$ cat config.mk
export PLATFORM = sky130hd
export DESIGN_NAME = uart_tx_flat
export DESIGN_NICKNAME = d
export VERILOG_FILES = /design/src/rtl/uart_pkg.sv /design/src/rtl/uart_tx_if.sv /design/src/rtl/uart_bit_timer.sv /design/src/rtl/uart_tx.sv /design/src/flat_wrapper.sv
export SDC_FILE = /design/constraint.sdc
export NUM_CORES = 1
export LEC_CHECK = 0
export ABC_AREA = 1
export BUFFER_PORTS_ARGS = -buffer_cell sky130_fd_sc_hd__buf_2
export CORE_ASPECT_RATIO = 0.75
export CORE_MARGIN = 2
export CORE_UTILIZATION = 30
export CTS_BUF_LIST = sky130_fd_sc_hd__clkbuf_16
export DETAILED_ROUTE_END_ITERATION = 12
export PLACE_DENSITY_LB_ADDON = 0.2
export SLEW_MARGIN = 20
export SYNTH_ARGS = -nofsm -noshare
export SYNTH_HDL_FRONTEND = slang
export SYNTH_SLANG_ARGS = --single-unit
$ cat constraint.sdc
create_clock -name clk -period 1.9 [get_ports clk]
set_input_delay 0.57 -clock clk [delete_from_list [all_inputs] [get_ports clk]]
set_output_delay 0.57 -clock clk [all_outputs]
set_load 0.01 [all_outputs]
$ cat src/rtl/uart_pkg.sv
`default_nettype none
// ============================================================================
// Module      : uart_pkg
// Description : Shared UART types, bit-period arithmetic and parameter checks.
// Revision    : 1.0 - initial release
// ============================================================================
package uart_pkg;

    typedef enum logic [1:0] {
        IDLE  = 2'd0,
        START = 2'd1,
        DATA  = 2'd2,
        STOP  = 2'd3
    } uart_state_t;

    localparam int c_ns_per_s = 1_000_000_000;

    // Both periods are truncated to whole ns before dividing, matching the receiver.
    function automatic int calc_cycles_per_bit(input int bit_rate, input int clk_hz);
        int bit_p;
        int clk_p;
        bit_p = c_ns_per_s / bit_rate;
        clk_p = c_ns_per_s / clk_hz;
        return bit_p / clk_p;
    endfunction

    function automatic bit params_legal(input int payload_bits, input int stop_bits,
                                        input int cycles_per_bit);
        return (payload_bits >= 5) && (payload_bits <= 9) &&
               ((stop_bits == 1) || (stop_bits == 2)) && (cycles_per_bit >= 2);
    endfunction

endpackage
`default_nettype wire

$ cat src/rtl/uart_tx_if.sv
`default_nettype none
// ============================================================================
// Module      : uart_tx_if
// Description : Front-end handshake and serial-line bundle of the UART transmitter.
// Revision    : 1.0 - initial release
// ============================================================================
interface uart_tx_if #(
    parameter int PAYLOAD_BITS = 8
);
    logic                    uart_tx_en;
    logic                    uart_tx_valid;
    logic                    uart_tx_ready;
    logic [PAYLOAD_BITS-1:0] uart_tx_data;
    logic                    uart_tx_busy;
    logic                    uart_txd;
    logic                    clk_req;

    modport master (
        output uart_tx_en, uart_tx_valid, uart_tx_data,
        input  uart_tx_ready, uart_tx_busy, uart_txd, clk_req
    );

    modport slave (
        input  uart_tx_en, uart_tx_valid, uart_tx_data,
        output uart_tx_ready, uart_tx_busy, uart_txd, clk_req
    );
endinterface
`default_nettype wire

$ cat src/rtl/uart_bit_timer.sv
`default_nettype none
// ============================================================================
// Module      : uart_bit_timer
// Description : Counts CYCLES_PER_BIT clocks, flags the last cycle of each bit.
// Revision    : 1.0 - initial release
// ============================================================================
module uart_bit_timer #(
    parameter int CYCLES_PER_BIT = 434,
    parameter int COUNT_REG_LEN  = 1 + $clog2(CYCLES_PER_BIT)
) (
    input  wire  clk,
    input  wire  resetn,
    input  wire  i_clear,
    output logic o_bit_end
);
    localparam logic [COUNT_REG_LEN-1:0] c_last = COUNT_REG_LEN'(CYCLES_PER_BIT - 1);

    logic [COUNT_REG_LEN-1:0] r_count;

    assign o_bit_end = (r_count == c_last);

    always_ff @(posedge clk) begin
        if (!resetn || i_clear || o_bit_end) begin
            r_count <= '0;
        end else begin
            r_count <= r_count + COUNT_REG_LEN'(1);
        end
    end
endmodule
`default_nettype wire

$ cat src/rtl/uart_tx.sv
`default_nettype none
// ============================================================================
// Module      : uart_tx
// Description : UART transmitter, one frame (start, LSB-first data, stop) per handshake.
// Revision    : 1.0 - initial release
// ============================================================================
module uart_tx
    import uart_pkg::*;
#(
    parameter int BIT_RATE     = 115200,
    parameter int CLK_HZ       = 50_000_000,
    parameter int PAYLOAD_BITS = 8,
    parameter int STOP_BITS    = 1
) (
    input  wire        clk,
    input  wire        resetn,
    uart_tx_if.slave   bus
);
    localparam int CYCLES_PER_BIT = calc_cycles_per_bit(BIT_RATE, CLK_HZ);
    localparam int COUNT_REG_LEN  = 1 + $clog2(CYCLES_PER_BIT);

    localparam logic [3:0] c_last_data = 4'(PAYLOAD_BITS - 1);
    localparam logic [3:0] c_last_stop = 4'(STOP_BITS - 1);

    if (!params_legal(PAYLOAD_BITS, STOP_BITS, CYCLES_PER_BIT)) begin : g_param_check
        $error("uart_tx: PAYLOAD_BITS, STOP_BITS or bit timing out of range");
    end

    uart_state_t             r_state;
    uart_state_t             w_state_next;
    logic [PAYLOAD_BITS-1:0] r_shift;
    logic [PAYLOAD_BITS-1:0] w_shift_next;
    logic [3:0]              r_bit_cnt;
    logic [3:0]              w_bit_cnt_next;
    logic                    r_txd;
    logic                    w_txd_next;
    logic                    w_ready;
    logic                    w_accept;
    logic                    w_bit_end;
    logic                    w_timer_clear;

    assign w_ready       = resetn && bus.uart_tx_en && (r_state == IDLE);
    assign w_accept      = bus.uart_tx_valid && w_ready;
    assign w_timer_clear = (r_state == IDLE) || !bus.uart_tx_en;

    assign bus.uart_tx_ready = w_ready;
    assign bus.uart_tx_busy  = (r_state != IDLE);
    assign bus.clk_req       = (r_state != IDLE) || bus.uart_tx_valid;
    assign bus.uart_txd      = r_txd;

    uart_bit_timer #(
        .CYCLES_PER_BIT (CYCLES_PER_BIT),
        .COUNT_REG_LEN  (COUNT_REG_LEN)
    ) u_bit_timer (
        .clk       (clk),
        .resetn    (resetn),
        .i_clear   (w_timer_clear),
        .o_bit_end (w_bit_end)
    );

    always_ff @(posedge clk) begin
        if (!resetn) begin
            r_state   <= IDLE;
            r_shift   <= '0;
            r_bit_cnt <= '0;
            r_txd     <= 1'b1;
        end else begin
            r_state   <= w_state_next;
            r_shift   <= w_shift_next;
            r_bit_cnt <= w_bit_cnt_next;
            r_txd     <= w_txd_next;
        end
    end

    always_comb begin
        w_state_next   = r_state;
        w_shift_next   = r_shift;
        w_bit_cnt_next = r_bit_cnt;
        w_txd_next     = 1'b1;

        case (r_state)
            IDLE: begin
                if (w_accept) begin
                    w_state_next   = START;
                    w_shift_next   = bus.uart_tx_data;
                    w_bit_cnt_next = '0;
                end
            end
            START: begin
                if (w_bit_end) begin
                    w_state_next = DATA;
                end
            end
            DATA: begin
                if (w_bit_end) begin
                    w_shift_next = r_shift >> 1;
                    if (r_bit_cnt == c_last_data) begin
                        w_state_next   = STOP;
                        w_bit_cnt_next = '0;
                    end else begin
                        w_bit_cnt_next = r_bit_cnt + 4'd1;
                    end
                end
            end
            STOP: begin
                if (w_bit_end) begin
                    if (r_bit_cnt == c_last_stop) begin
                        w_state_next = IDLE;
                    end else begin
                        w_bit_cnt_next = r_bit_cnt + 4'd1;
                    end
                end
            end
            default: w_state_next = IDLE;
        endcase

        // Dropping enable abandons the frame outright; it is never resumed.
        if (!bus.uart_tx_en) begin
            w_state_next   = IDLE;
            w_bit_cnt_next = '0;
        end

        // The line register is loaded with the level belonging to the next state.
        if (w_state_next == START) begin
            w_txd_next = 1'b0;
        end else if (w_state_next == DATA) begin
            w_txd_next = w_shift_next[0];
        end
    end
endmodule
`default_nettype wire

$ cat src/flat_wrapper.sv
// flat-port wrapper written by rule: the top's interface ports become plain ports
module uart_tx_flat import uart_pkg::*;
#(
    parameter int BIT_RATE     = 115200,
    parameter int CLK_HZ       = 50_000_000,
    parameter int PAYLOAD_BITS = 8,
    parameter int STOP_BITS    = 1
)
  (clk, resetn, bus_uart_tx_en, bus_uart_tx_valid, bus_uart_tx_data, bus_uart_tx_ready, bus_uart_tx_busy, bus_uart_txd, bus_clk_req);
  uart_tx_if #(.PAYLOAD_BITS(PAYLOAD_BITS)) bus_i ();
  input  wire clk;
  input  wire resetn;
  input wire logic [$bits(bus_i.uart_tx_en)-1:0] bus_uart_tx_en;
  input wire logic [$bits(bus_i.uart_tx_valid)-1:0] bus_uart_tx_valid;
  input wire logic [$bits(bus_i.uart_tx_data)-1:0] bus_uart_tx_data;
  output wire logic [$bits(bus_i.uart_tx_ready)-1:0] bus_uart_tx_ready;
  output wire logic [$bits(bus_i.uart_tx_busy)-1:0] bus_uart_tx_busy;
  output wire logic [$bits(bus_i.uart_txd)-1:0] bus_uart_txd;
  output wire logic [$bits(bus_i.clk_req)-1:0] bus_clk_req;
  assign bus_i.uart_tx_en = bus_uart_tx_en;
  assign bus_i.uart_tx_valid = bus_uart_tx_valid;
  assign bus_i.uart_tx_data = bus_uart_tx_data;
  assign bus_uart_tx_ready = bus_i.uart_tx_ready;
  assign bus_uart_tx_busy = bus_i.uart_tx_busy;
  assign bus_uart_txd = bus_i.uart_txd;
  assign bus_clk_req = bus_i.clk_req;
  uart_tx #(.BIT_RATE(BIT_RATE), .CLK_HZ(CLK_HZ), .PAYLOAD_BITS(PAYLOAD_BITS), .STOP_BITS(STOP_BITS)) u_core (.clk(clk), .resetn(resetn), .bus(bus_i));
endmodule
**Yosys cells after proc, flatten, opt, wreduce, memory -nomap -nowiden**

Cells that the tools add are included.

- Output and inout port bits: 4
- Memory bits (writable): 0
- Latch bits: 0
- Register bits after elaboration: 25
- Word-level logic and storage cells: 55
- Memory bits (read-only): 0
- Memories kept: 0
- Input bits: 12

- $add $sub $neg: 2
- Shifts and indexed selects: 0
- Order comparisons: 0
- Reduce and logical (&&, ||, !) cells: 17
- Multiply operators: 0
- Equality and inequality tests: 11
- Multiplexer cells: 19
- Div/mod/pow operators: 0
- Bitwise gates (word level): 0

Operators by type and width:

| kind | number |
|---|---|
| $mux 4 | 5 |
| $mux 8 | 2 |
| $pmux 8 s2 | 1 |
| $mux 2 | 7 |
| $pmux 4 s3 | 1 |
| $add 10x1->10 const B | 1 |
| $eq 10x9->1 const B | 1 |
| $pmux 2 s4 | 1 |
| $eq 2x2->1 const B | 3 |
| $ne 2x2->1 const B | 3 |
| $reduce_and 5->1 | 1 |
| $add 4x1->4 const B | 1 |
| $eq 2x1->1 const B | 2 |
| $eq 4x3->1 const B | 1 |
| $logic_not 4->1 | 1 |
| $logic_or 1x1->1 | 4 |
| $reduce_bool 2->1 | 2 |
| $logic_and 1x1->1 | 3 |
| $reduce_and 3->1 | 1 |
| $reduce_bool 3->1 | 1 |
| $logic_not 1->1 | 2 |
| $logic_not 2->1 | 1 |
| $mux 1 | 2 |
| $ne 2x1->1 const B | 1 |
| $reduce_and 2->1 | 1 |

**Logic depth before layout (Yosys ltp)**

Gate-level depths: netlist (run 1).

- Depth after elaboration: 9
- Depth in mapped cells: 12
- Mapped depth without buffers: 12

**By module**

A second synthesis (run 1) with hierarchy kept.

- Cell total of the unflattened synthesis: 195
- Area, all modules: 1356.3 um2

By module, submodules not included:

| module | times used | area each (um2) | sequential area each (um2) | cells each |
|---|---|---|---|---|
| uart_tx | 1 | 858.3 | 300.3 | 130 |
| uart_bit_timer | 1 | 498.0 | 200.2 | 65 |

**Worst setup path after synthesis (run 1)**

No wires, ideal clock.

- Path kind: reg2out
- Start point: register u_core.r_state[1]
- End point: output port bus_clk_req
- Path buffers: 1
- Path slack: 316 ps
- Arrival time: 1014 ps
- Required time: 1330 ps
- Cell stages (with the launch flop): 5
- Cells stage by stage: dfxtp_1 -> buf_6 -> nor2_4 -> inv_1 -> or2_2

- Cells in the longest elaborated chain, start to end: 2

Ends and longest elaborated chain:

| element | line | source |
|---|---|---|
| start, declared | uart_tx.sv:29 | `uart_state_t r_state;` |
| start signal, assigned | uart_tx.sv:68 | `r_state <= w_state_next;` |
| $reduce_bool 2->1 | -- |  |
| via bus_uart_tx_busy | flat_wrapper.sv:17 | `output wire logic [$bits(bus_i.uart_tx_busy)-1:0] bus_uart_tx_busy;` |
| $logic_or 1x1->1 | uart_tx.sv:48 | `assign bus.clk_req = (r_state != IDLE) \|\| bus.uart_tx_valid;` |
| end, declared | flat_wrapper.sv:19 | `output wire logic [$bits(bus_i.clk_req)-1:0] bus_clk_req;` |

The timed path passes the listed nets, and every way through them passes these cells.

**Final worst setup path (run 1)**

- Start point: register u_core.r_state[0]
- End point: output port bus_clk_req

- Cells in the longest elaborated chain, start to end: 2

Ends and longest elaborated chain:

| element | line |
|---|---|
| $reduce_bool 2->1 | uart_tx.sv:48 |
| $logic_or 1x1->1 | uart_tx.sv:48 |

No other way between the ends.

==> flow_summary.toml, run 1 <==
[global_route]
grt_use_met2_pct = 16.2
grtUsageMet1_pct = 19.1
grt_max_degree = 14
grt_first_pass_wirelength_um = 4850
grt.overflow.total = 0
gr-usage-all-layers_pct = 12.2
use_met3_pct = 3.05
grt_pass1_vias = 1056
antenna_found_initial = 0
grt_most_used_layer = "met1"

[critical_path]
cp_max_fo = 6
worst_setup_path_start_kind = "flop"
cp_slowest_cell = "dfxtp_2"
criticalPathCategory = "reg -> out"
rr_endpoint = "u_core.bus.uart_txd"
critPathMaxStageDelay_ps = 360
arrival_ps = 1250
cp-endpoint = "bus_clk_req"
cp.required_ps = 1330
r2r_setup_slack_ps = 320
worstPathCellList = "nor2_4 > inv_2 > or2_2 > buf_2"
critPathLaunch = "u_core.r_state[0]"
crit-reg2reg-launch = "u_core.r_bit_cnt[0]"
reg2regPathDepth = 8
cp-end-kind = "output pin"

[finish]
multi_input_area_um2 = 737
syn2layout_area_growth_pct = 17.5
finish.instance_area_mm2 = 0.00160
seq_area_um2 = 502
diodes = 0
mostFrequentLayoutCells = "nand2_1 (38), nor2_1 (30), inv_1 (24), dfxtp_1 (24), buf_2 (15)"
final_common_cell = "nand2_1"
nNetsFinal = 230
nFillCells = 473
drive_above_1_share_pct = 20.2

[logic_synthesis]
yosys.area_share.simple_pct = 36.6
synth_xor_area_share_pct = 1.93
synth_area_mm2 = 0.00136
synthCells = 192
syn_area_per_cell_um2 = 7.08
ys_seq_elements = 25
postSynth.asyncResetShare_pct = 0
synth.mux.area_fraction_pct = 0
synth_edf_count = 0
synth_compound_area_share_pct = 12.0
synth_fa_ha_area_share_pct = 3.68
synth_cell_types = 30
ys.flop_type = "dfxtp_1"
synth.net_count = 208
synth_top_family_by_area = "simple AND/OR/NAND/NOR gates"
synth_warnings = 0
ys_seq_area_share_pct = 36.8

[cts]
clkSinkCount = 25
postCtsHoldBufs = 0
cts-root-buf = "clkbuf_16"
cts_tree = "done"
htree_levels = 1
clk_pin_slew_ps = 70
cts.path.max_buffers = 2
cts_buffers = 3
clk_latency_ps = 260

[sta]
finalHoldViolCount = 0
max_freq_ghz = 0.549
min_period_over_period_pct = 95.8
grt_setup_unrepaired = "no"
tightest_slew_ps = 375
min_period_ps = 1820
slew-limit-headroom_pct = 74.8
hold_slack_ps = 466
finalSetupTns_ps = 0
clock_skew_ps = 2.05
final_max_slew_viol_count = 0
finalSetupViolCount = 0

[run]
cap_violations = 0

[floorplanning]
die_w_um = 81.7
die_h_um = 62.3
start_util_pct = 30.8
io_pins = 16
design.die.area_mm2 = 0.00509
core_mm2 = 0.00441
rows = 21

[drt]
vias = 1215
wirelength_um = 2910
vias_per_cell = 4.50
first_pass_iters = 4
drc = 0
drt-wirelength-per-cell_um = 10.8
postRouteAntennaNets = 0
drt-initial-drc-count = 73

[status]
status = "finished, final reports clean"

[placed_design]
globalplace.congestion = 0.807
place_hpwl_um = 2210
port_buffers = 15
place_area_mm2 = 0.00151

[power_and_ir_drop]
ir_drop_v = 0.000344
power_density_mw_per_mm2 = 681
power.leakage_nw = 0.647

[min_path]
hold_path_class = "reg -> reg"
==> power breakdown <==
group / total, mW / internal (mW) / switching [mW]
combinational: 0.0757 / 0.0308 / 0.0449
sequential: 0.539 / 0.533 / 0.00543
clock: 0.473 / 0.282 / 0.192
==> worst min-delay path by stage <==
stage                                       start                       endpoint  slack [ps]  depth (start not counted)
floorplan           u_core.u_bit_timer.r_count[0]  u_core.u_bit_timer.r_count[0]         430                          1
global placement    u_core.u_bit_timer.r_count[0]  u_core.u_bit_timer.r_count[0]         450                          1
detailed placement  u_core.u_bit_timer.r_count[0]  u_core.u_bit_timer.r_count[0]         460                          1
CTS                             u_core.r_shift[2]              u_core.r_shift[2]         470                          2
global route                    u_core.r_shift[1]              u_core.r_shift[1]         490                          2
finish              u_core.u_bit_timer.r_count[0]  u_core.u_bit_timer.r_count[0]         470                          1
==> final cells by class <==
class / count / area share (%)
Clock buffer: 3 / 4.70
Sequential cell: 25 / 31.4
Multi-Input combinational cell: 137 / 46.2
Tap cell: 57 / 4.47
Clock inverter: 1 / 0.235
Timing Repair Buffer: 18 / 6.11
Inverter: 29 / 6.90
==> sequential cells by signal, summed over array words and instances (netlist names) <==
| register | cells |
|---|---|
| u_core.u_bit_timer.r_count | 10 |
| u_core.r_state | 2 |
| u_core.r_shift | 8 |
| u_core.r_bit_cnt | 4 |
| u_core.bus.uart_txd | 1 |
==> synth_stat cells (all sizes together) (2+ instances only) <==
library cell  count  share of area, %
nand2            44                13
o21ai            10               4.0
dfxtp            25                37
nor2             33                10
ha                4               3.7
nand4             3               1.4
nor3b             2               1.1
o31ai             2               1.1
xor2              2               1.3
inv              27               7.5
nand3            15               8.1
nor3              3               1.9
clkinv            2              0.64
a22oi             2               1.1
a21oi            13               4.8
==> critical path, delay by kind of cell, from the launching register on <==
| family | cells | cell delay, ps |
|---|---|---|
| flops | 1 | 360 |
| simple gates | 2 | 400 |
| buf+inv | 2 | 220 |
==> routing by layer <==
| metal | share of wire, % | wire, um |
|---|---|---|
| met5 | 0 | 0 |
| met4 | 0.93 | 27 |
| met3 | 2.2 | 65 |
| met2 | 42 | 1210 |
| met1 | 55 | 1610 |
==> repair_timing <==
| item | CTS | global route |
|---|---|---|
| resized for setup | 1 | 1 |
| setup endpoints to repair | 1 | 1 |
| pin swaps | 1 | 0 |
| setup buffers | 1 | 0 |
==> cells by family (layout without fill, tap and decap cells) <==
group	Yosys count	after routing
XOR/XNOR	3	3
flip-flops	25	25
buffers and inverters	30	51
AO/OA/AOI/OAI	29	29
AND/OR/NAND/NOR	101	101
adder cells (fa/ha/maj)	4	4
==> stage by stage <==
stage	util [%]	std cells	total power [mW]	worst slack, ps
2_1_floorplan	-	192	0.596	316
3_3_place_gp	34.2	265	0.626	163
3_5_place_dp	34.2	265	0.625	149
4_1_cts	36.1	270	1.11	26.7
5_1_grt	36.2	270	1.13	34.5
6_report	36.2	270	1.09	79.5
No activity file was read; power rests on OpenSTA's default activity.
==> inputs of run 2 (changes only) <==
Settings changed: CTS_BUF_LIST sky130_fd_sc_hd__clkbuf_16 to sky130_fd_sc_hd__clkbuf_8, GPL_ROUTABILITY_DRIVEN set to 0.
==> run 2 against run 1 <==
Register-to-register slack is essentially flat. Maximum frequency shrank 0.92%. Largest power group unchanged. Total power decreased by 14%. Design area decreased by 1.0%. Worst setup slack got worse by 17 ps. Die area is the same.
==> flow_summary.toml, run 2 (synthesized netlist as in run 1, its figures left out) <==
[drt]
vias_per_cell = 4.50
drt-initial-drc-count = 75
wirelength_um = 2900
drc = 0
vias = 1225
first_pass_iters = 4
drt-wirelength-per-cell_um = 10.7
postRouteAntennaNets = 0

[sta]
finalHoldViolCount = 0
grt_setup_unrepaired = "no"
finalSetupTns_ps = 0
min_period_ps = 1840
finalSetupViolCount = 0
max_freq_ghz = 0.544
min_period_over_period_pct = 96.7
tightest_slew_ps = 371
slew-limit-headroom_pct = 75.1
clock_skew_ps = 3.03
hold_slack_ps = 472
final_max_slew_viol_count = 0
finalWorstSetupSlack_ps = 62.6

[floorplanning]
start_util_pct = 30.8
die_w_um = 81.7
io_pins = 16
rows = 21
die_h_um = 62.3
core_mm2 = 0.00441
design.die.area_mm2 = 0.00509

[critical_path]
critPathMaxStageDelay_ps = 370
crit-reg2reg-launch = "u_core.r_bit_cnt[0]"
criticalPathCategory = "reg -> out"
worst_setup_path_start_kind = "flop"
arrival_ps = 1270
cp.required_ps = 1330
cp_max_fo = 6
critPathLaunch = "u_core.r_state[0]"
cp-end-kind = "output pin"
worstPathCellList = "nor2_4 > inv_2 > or2_2 > buf_2"
cp_slowest_cell = "dfxtp_4"

[finish]
nNetsFinal = 232
largest_register_ffs = 10
top_regs = "u_core.u_bit_timer.r_count: 10 flops, u_core.r_shift: 8 flops, u_core.r_bit_cnt: 4 flops"
finish.instance_area_mm2 = 0.00158
final_common_cell = "nand2_1"
mostFrequentLayoutCells = "nand2_1 (38), nor2_1 (30), inv_1 (24), dfxtp_1 (24), buf_2 (15)"
post-route-util_pct = 35.8
top_register = "u_core.u_bit_timer.r_count"
final_cells = 272
diodes = 0
syn2layout_area_growth_pct = 16.3
drive_above_1_share_pct = 20.9

[power_and_ir_drop]
power.leakage_nw = 0.642
power_density_mw_per_mm2 = 592
power_switching_mw = 0.227
p_int_mw = 0.708
pwr-share-clk_pct = 34.4
p_seq_share_pct = 57.4
p_sw_share_pct = 24.3
finalPower_mw = 0.936
ir_drop_v = 0.000184
power_frac_comb_pct = 8.3

[cts]
cts-root-buf = "clkbuf_8"
cts_tree = "done"
clk_latency_ps = 270
clk_pin_slew_ps = 90
cts.path.max_buffers = 2
htree_levels = 1
cts_buffers = 3
clkSinkCount = 25

[placed_design]
place_ws_ps = 149
place_area_mm2 = 0.00151
dp_cells = 265
place_hpwl_um = 2210
port_buffers = 15

[global_route]
grt_pass1_vias = 1039
antenna_found_initial = 0
gr-usage-all-layers_pct = 12.1
grt_max_degree = 14
grt.overflow.total = 0
grt_first_pass_wirelength_um = 4800

[min_path]
hold_path_class = "reg -> reg"
hold_start = "u_core.r_shift[2]"

[status]
status = "finished, final reports clean"

[run]
cap_violations = 0
-- run 2: cell count changes in the layout (fill, tap and decap cells not counted) --
| cell | change |
|---|---|
| clkbuf_8 | +3 |
| buf_4 | +2 |
| dfxtp_4 | +1 |
| dfxtp_2 | -1 |
| clkbuf_16 | -3 |
-- run 2: layer usage --
| layer | routed length [um] | vias to the layer above | part of all wire [%] | global-route usage, % |
|---|---|---|---|---|
| met1 | 1570 | 540 | 54 | 19.2 |
| met4 | 23 | 0 | 0.79 | 3.13 |
| met3 | 116 | 2 | 4.0 | 3.05 |
| li1 | - | 663 | - | - |
| met5 | 0 | - | 0 | 0 |
| met2 | 1190 | 20 | 41 | 15.8 |
-- run 2: power groups by stage --
stage	sequential, mW	clock, mW	combinational [mW]
detailed placement	0.550	0	0.0747
global route	0.538	0.360	0.0871
finish	0.537	0.322	0.0772
floorplan	0.549	0	0.0472
CTS	0.538	0.337	0.0752
global placement	0.550	0	0.0758
-- run 2: worst paths after layout --
check	to	slack (ps)	cells past startpoint
worst max-delay path	bus_clk_req	60	4
worst min-delay path	u_core.r_shift[2]	470	2
worst max register to register	u_core.bus.uart_txd	330	8
worst min register to register	u_core.r_shift[2]	470	2
-- run 2: final cells by class --
cell class | instances | area, um^2
flip-flops and latches | 25 | 504
fillers | 477 | 2830
inverters | 29 | 110
multi-input cells | 137 | 737
clock buffers | 3 | 41.3
repair buffers | 20 | 113
clock inverters | 1 | 3.75
well taps | 57 | 71.3
-- run 2: repair_timing --
action | CTS | global route
buffers inserted | 0 | 3
pin swaps | 0 | 1
hold buffers | 0 | 0
resized for setup | 2 | 1
endpoints found under the setup margin | 1 | 1
-- run 2: worst max-delay path, delay by kind of cell (launching register included) --
kind / cells / cell delay, ps
AND/OR/NAND/NOR: 2 / 400
flip-flops: 1 / 370
buffers and inverters: 2 / 230
==> inputs of run 3 (changes only) <==
Settings changed: CORE_UTILIZATION 30 to 50.
==> run 3 against run 2 <==
Total power shrank 2.0%. Routed wire length decreased by 3.0%. Utilization rose by 23 points. Non-clock buffer count decreased by 2. Via count is 2.8% higher. Worst hold slack worse by 3.3 ps. Maximum frequency up 2.2%. Critical path depth stayed put. Clock-buffer cell count unchanged. Sequential share of layout area rose by 0.75 points. Clock power shrank 6%. Critical path type unchanged. Largest cell class unchanged. Highest routed layer unchanged.
==> flow_summary.toml, run 3 (synthesized netlist as in run 1, its figures left out) <==
[power_and_ir_drop]
finalPower_mw = 0.917
p_int_mw = 0.707
pwr-share-clk_pct = 33.1
power_density_mw_per_mm2 = 597
power_switching_mw = 0.210
p_seq_share_pct = 58.7
ir_drop_v = 0.000457
p_sw_share_pct = 22.9
power.leakage_nw = 0.632
power_frac_comb_pct = 8.3

[drt]
first_pass_iters = 4
drt-initial-drc-count = 56
postRouteAntennaNets = 0
vias = 1259
wirelength_um = 2810
vias_per_cell = 5.06
drt-wirelength-per-cell_um = 11.3
drc = 0

[finish]
final_common_cell = "nand2_1"
seq_area_um2 = 502
syn2layout_area_growth_pct = 13.1
top_regs = "u_core.u_bit_timer.r_count: 10 flops, u_core.r_shift: 8 flops, u_core.r_bit_cnt: 4 flops"
top_register = "u_core.u_bit_timer.r_count"
finish.instance_area_mm2 = 0.00154
diodes = 0
largest_register_ffs = 10
drive_above_1_share_pct = 20.2
mostFrequentLayoutCells = "nand2_1 (38), nor2_1 (30), inv_1 (24), dfxtp_1 (24), buf_2 (15)"
nFillCells = 262
multi_input_area_um2 = 737
nNetsFinal = 230

[critical_path]
critPathLaunch = "u_core.r_state[0]"
cp-end-kind = "output pin"
crit-reg2reg-launch = "u_core.u_bit_timer.r_count[0]"
worstPathCellList = "nor2_4 > inv_2 > or2_2 > buf_2"
criticalPathCategory = "reg -> out"
worst_setup_path_start_kind = "flop"
rr_endpoint = "u_core.bus.uart_txd"
cp_slowest_cell = "dfxtp_2"
cp_max_fo = 4
r2r_setup_slack_ps = 340
reg2regPathDepth = 10
arrival_ps = 1230
critPathMaxStageDelay_ps = 360
cp.required_ps = 1330

[sta]
finalSetupTns_ps = 0
clock_skew_ps = 7.54
grt_setup_unrepaired = "no"
slew-limit-headroom_pct = 77.4
max_freq_ghz = 0.556
tightest_slew_ps = 336
min_period_over_period_pct = 94.6
final_max_slew_viol_count = 0
finalHoldViolCount = 0
min_period_ps = 1800
hold_slack_ps = 469
finalSetupViolCount = 0

[floorplanning]
die_h_um = 49.1
start_util_pct = 52.2
rows = 16
core_mm2 = 0.00260
design.die.area_mm2 = 0.00315
io_pins = 16
die_w_um = 64.2

[cts]
clk_latency_ps = 270
cts_tree = "done"
postCtsHoldBufs = 0
cts.path.max_buffers = 2
clkSinkCount = 25
clk_pin_slew_ps = 80
cts_buffers = 3
cts-root-buf = "clkbuf_8"
htree_levels = 1

[min_path]
holdPathStages = 2
hold_path_class = "reg -> reg"
min_to = "u_core.r_shift[2]"
hold_start = "u_core.r_shift[2]"

[placed_design]
place_area_mm2 = 0.00148
port_buffers = 15
place_hpwl_um = 2250

[run]
cap_violations = 0

[global_route]
grt_first_pass_wirelength_um = 4880
gr-usage-all-layers_pct = 19.7
grt_pass1_vias = 1113
grt_max_degree = 14
grt.overflow.total = 0
antenna_found_initial = 0

[status]
status = "finished, final reports clean"
-- run 3: power by group through the flow --
stage	Sequential [mW]	Combinational (mW)	Clock [mW]
6_report	0.538	0.0758	0.303
5_1_grt	0.539	0.0873	0.338
4_1_cts	0.538	0.0747	0.321
3_5_place_dp	0.550	0.0742	0
3_3_place_gp	0.550	0.0726	0
2_1_floorplan	0.549	0.0472	0
-- run 3: repair_timing --
action,CTS,global route
gates resized for setup,0,2
setup buffers,0,1
setup endpoints to repair,0,1
-- run 3: metal layers --
metal  part of all wire [%]  global-route usage, %
met5                      0                      0
met4                   0.50                   4.26
met3                    5.8                   6.00
met2                     42                   28.8
met1                     51                   28.5
-- run 3: worst max path at each step --
stage	endpoint	slack (ps)	depth (start not counted)
global route	bus_clk_req	40	4
global placement	u_core.bus.uart_txd	210	12
detailed placement	u_core.bus.uart_txd	140	12
finish	bus_clk_req	100	4
CTS	bus_clk_req	10	4
floorplan	bus_clk_req	320	4
-- run 3: critical path: cells and delay by family, from the launching register on --
| family | cells | cell delay (ps) |
|---|---|---|
| buf+inv | 2 | 210 |
| flops | 1 | 360 |
| simple gates | 2 | 390 |
-- run 3: final cells by class --
| cell class | instances | share of cell area (%) |
|---|---|---|
| Tap cell | 36 | 2.93 |
| Inverter | 29 | 7.17 |
| Clock inverter | 1 | 0.244 |
| Multi-Input combinational cell | 137 | 48.0 |
| Sequential cell | 25 | 32.7 |
| Clock buffer | 3 | 2.69 |
| Timing Repair Buffer | 18 | 6.35 |
-- run 3: stage by stage --
stage               util, %  instances  setup slack [ps]
floorplan                 -        192               316
global placement       57.0        244               212
detailed placement     57.0        244               141
CTS                    58.7        248              10.0
global route           59.0        249              42.0
finish                 59.0        249               103
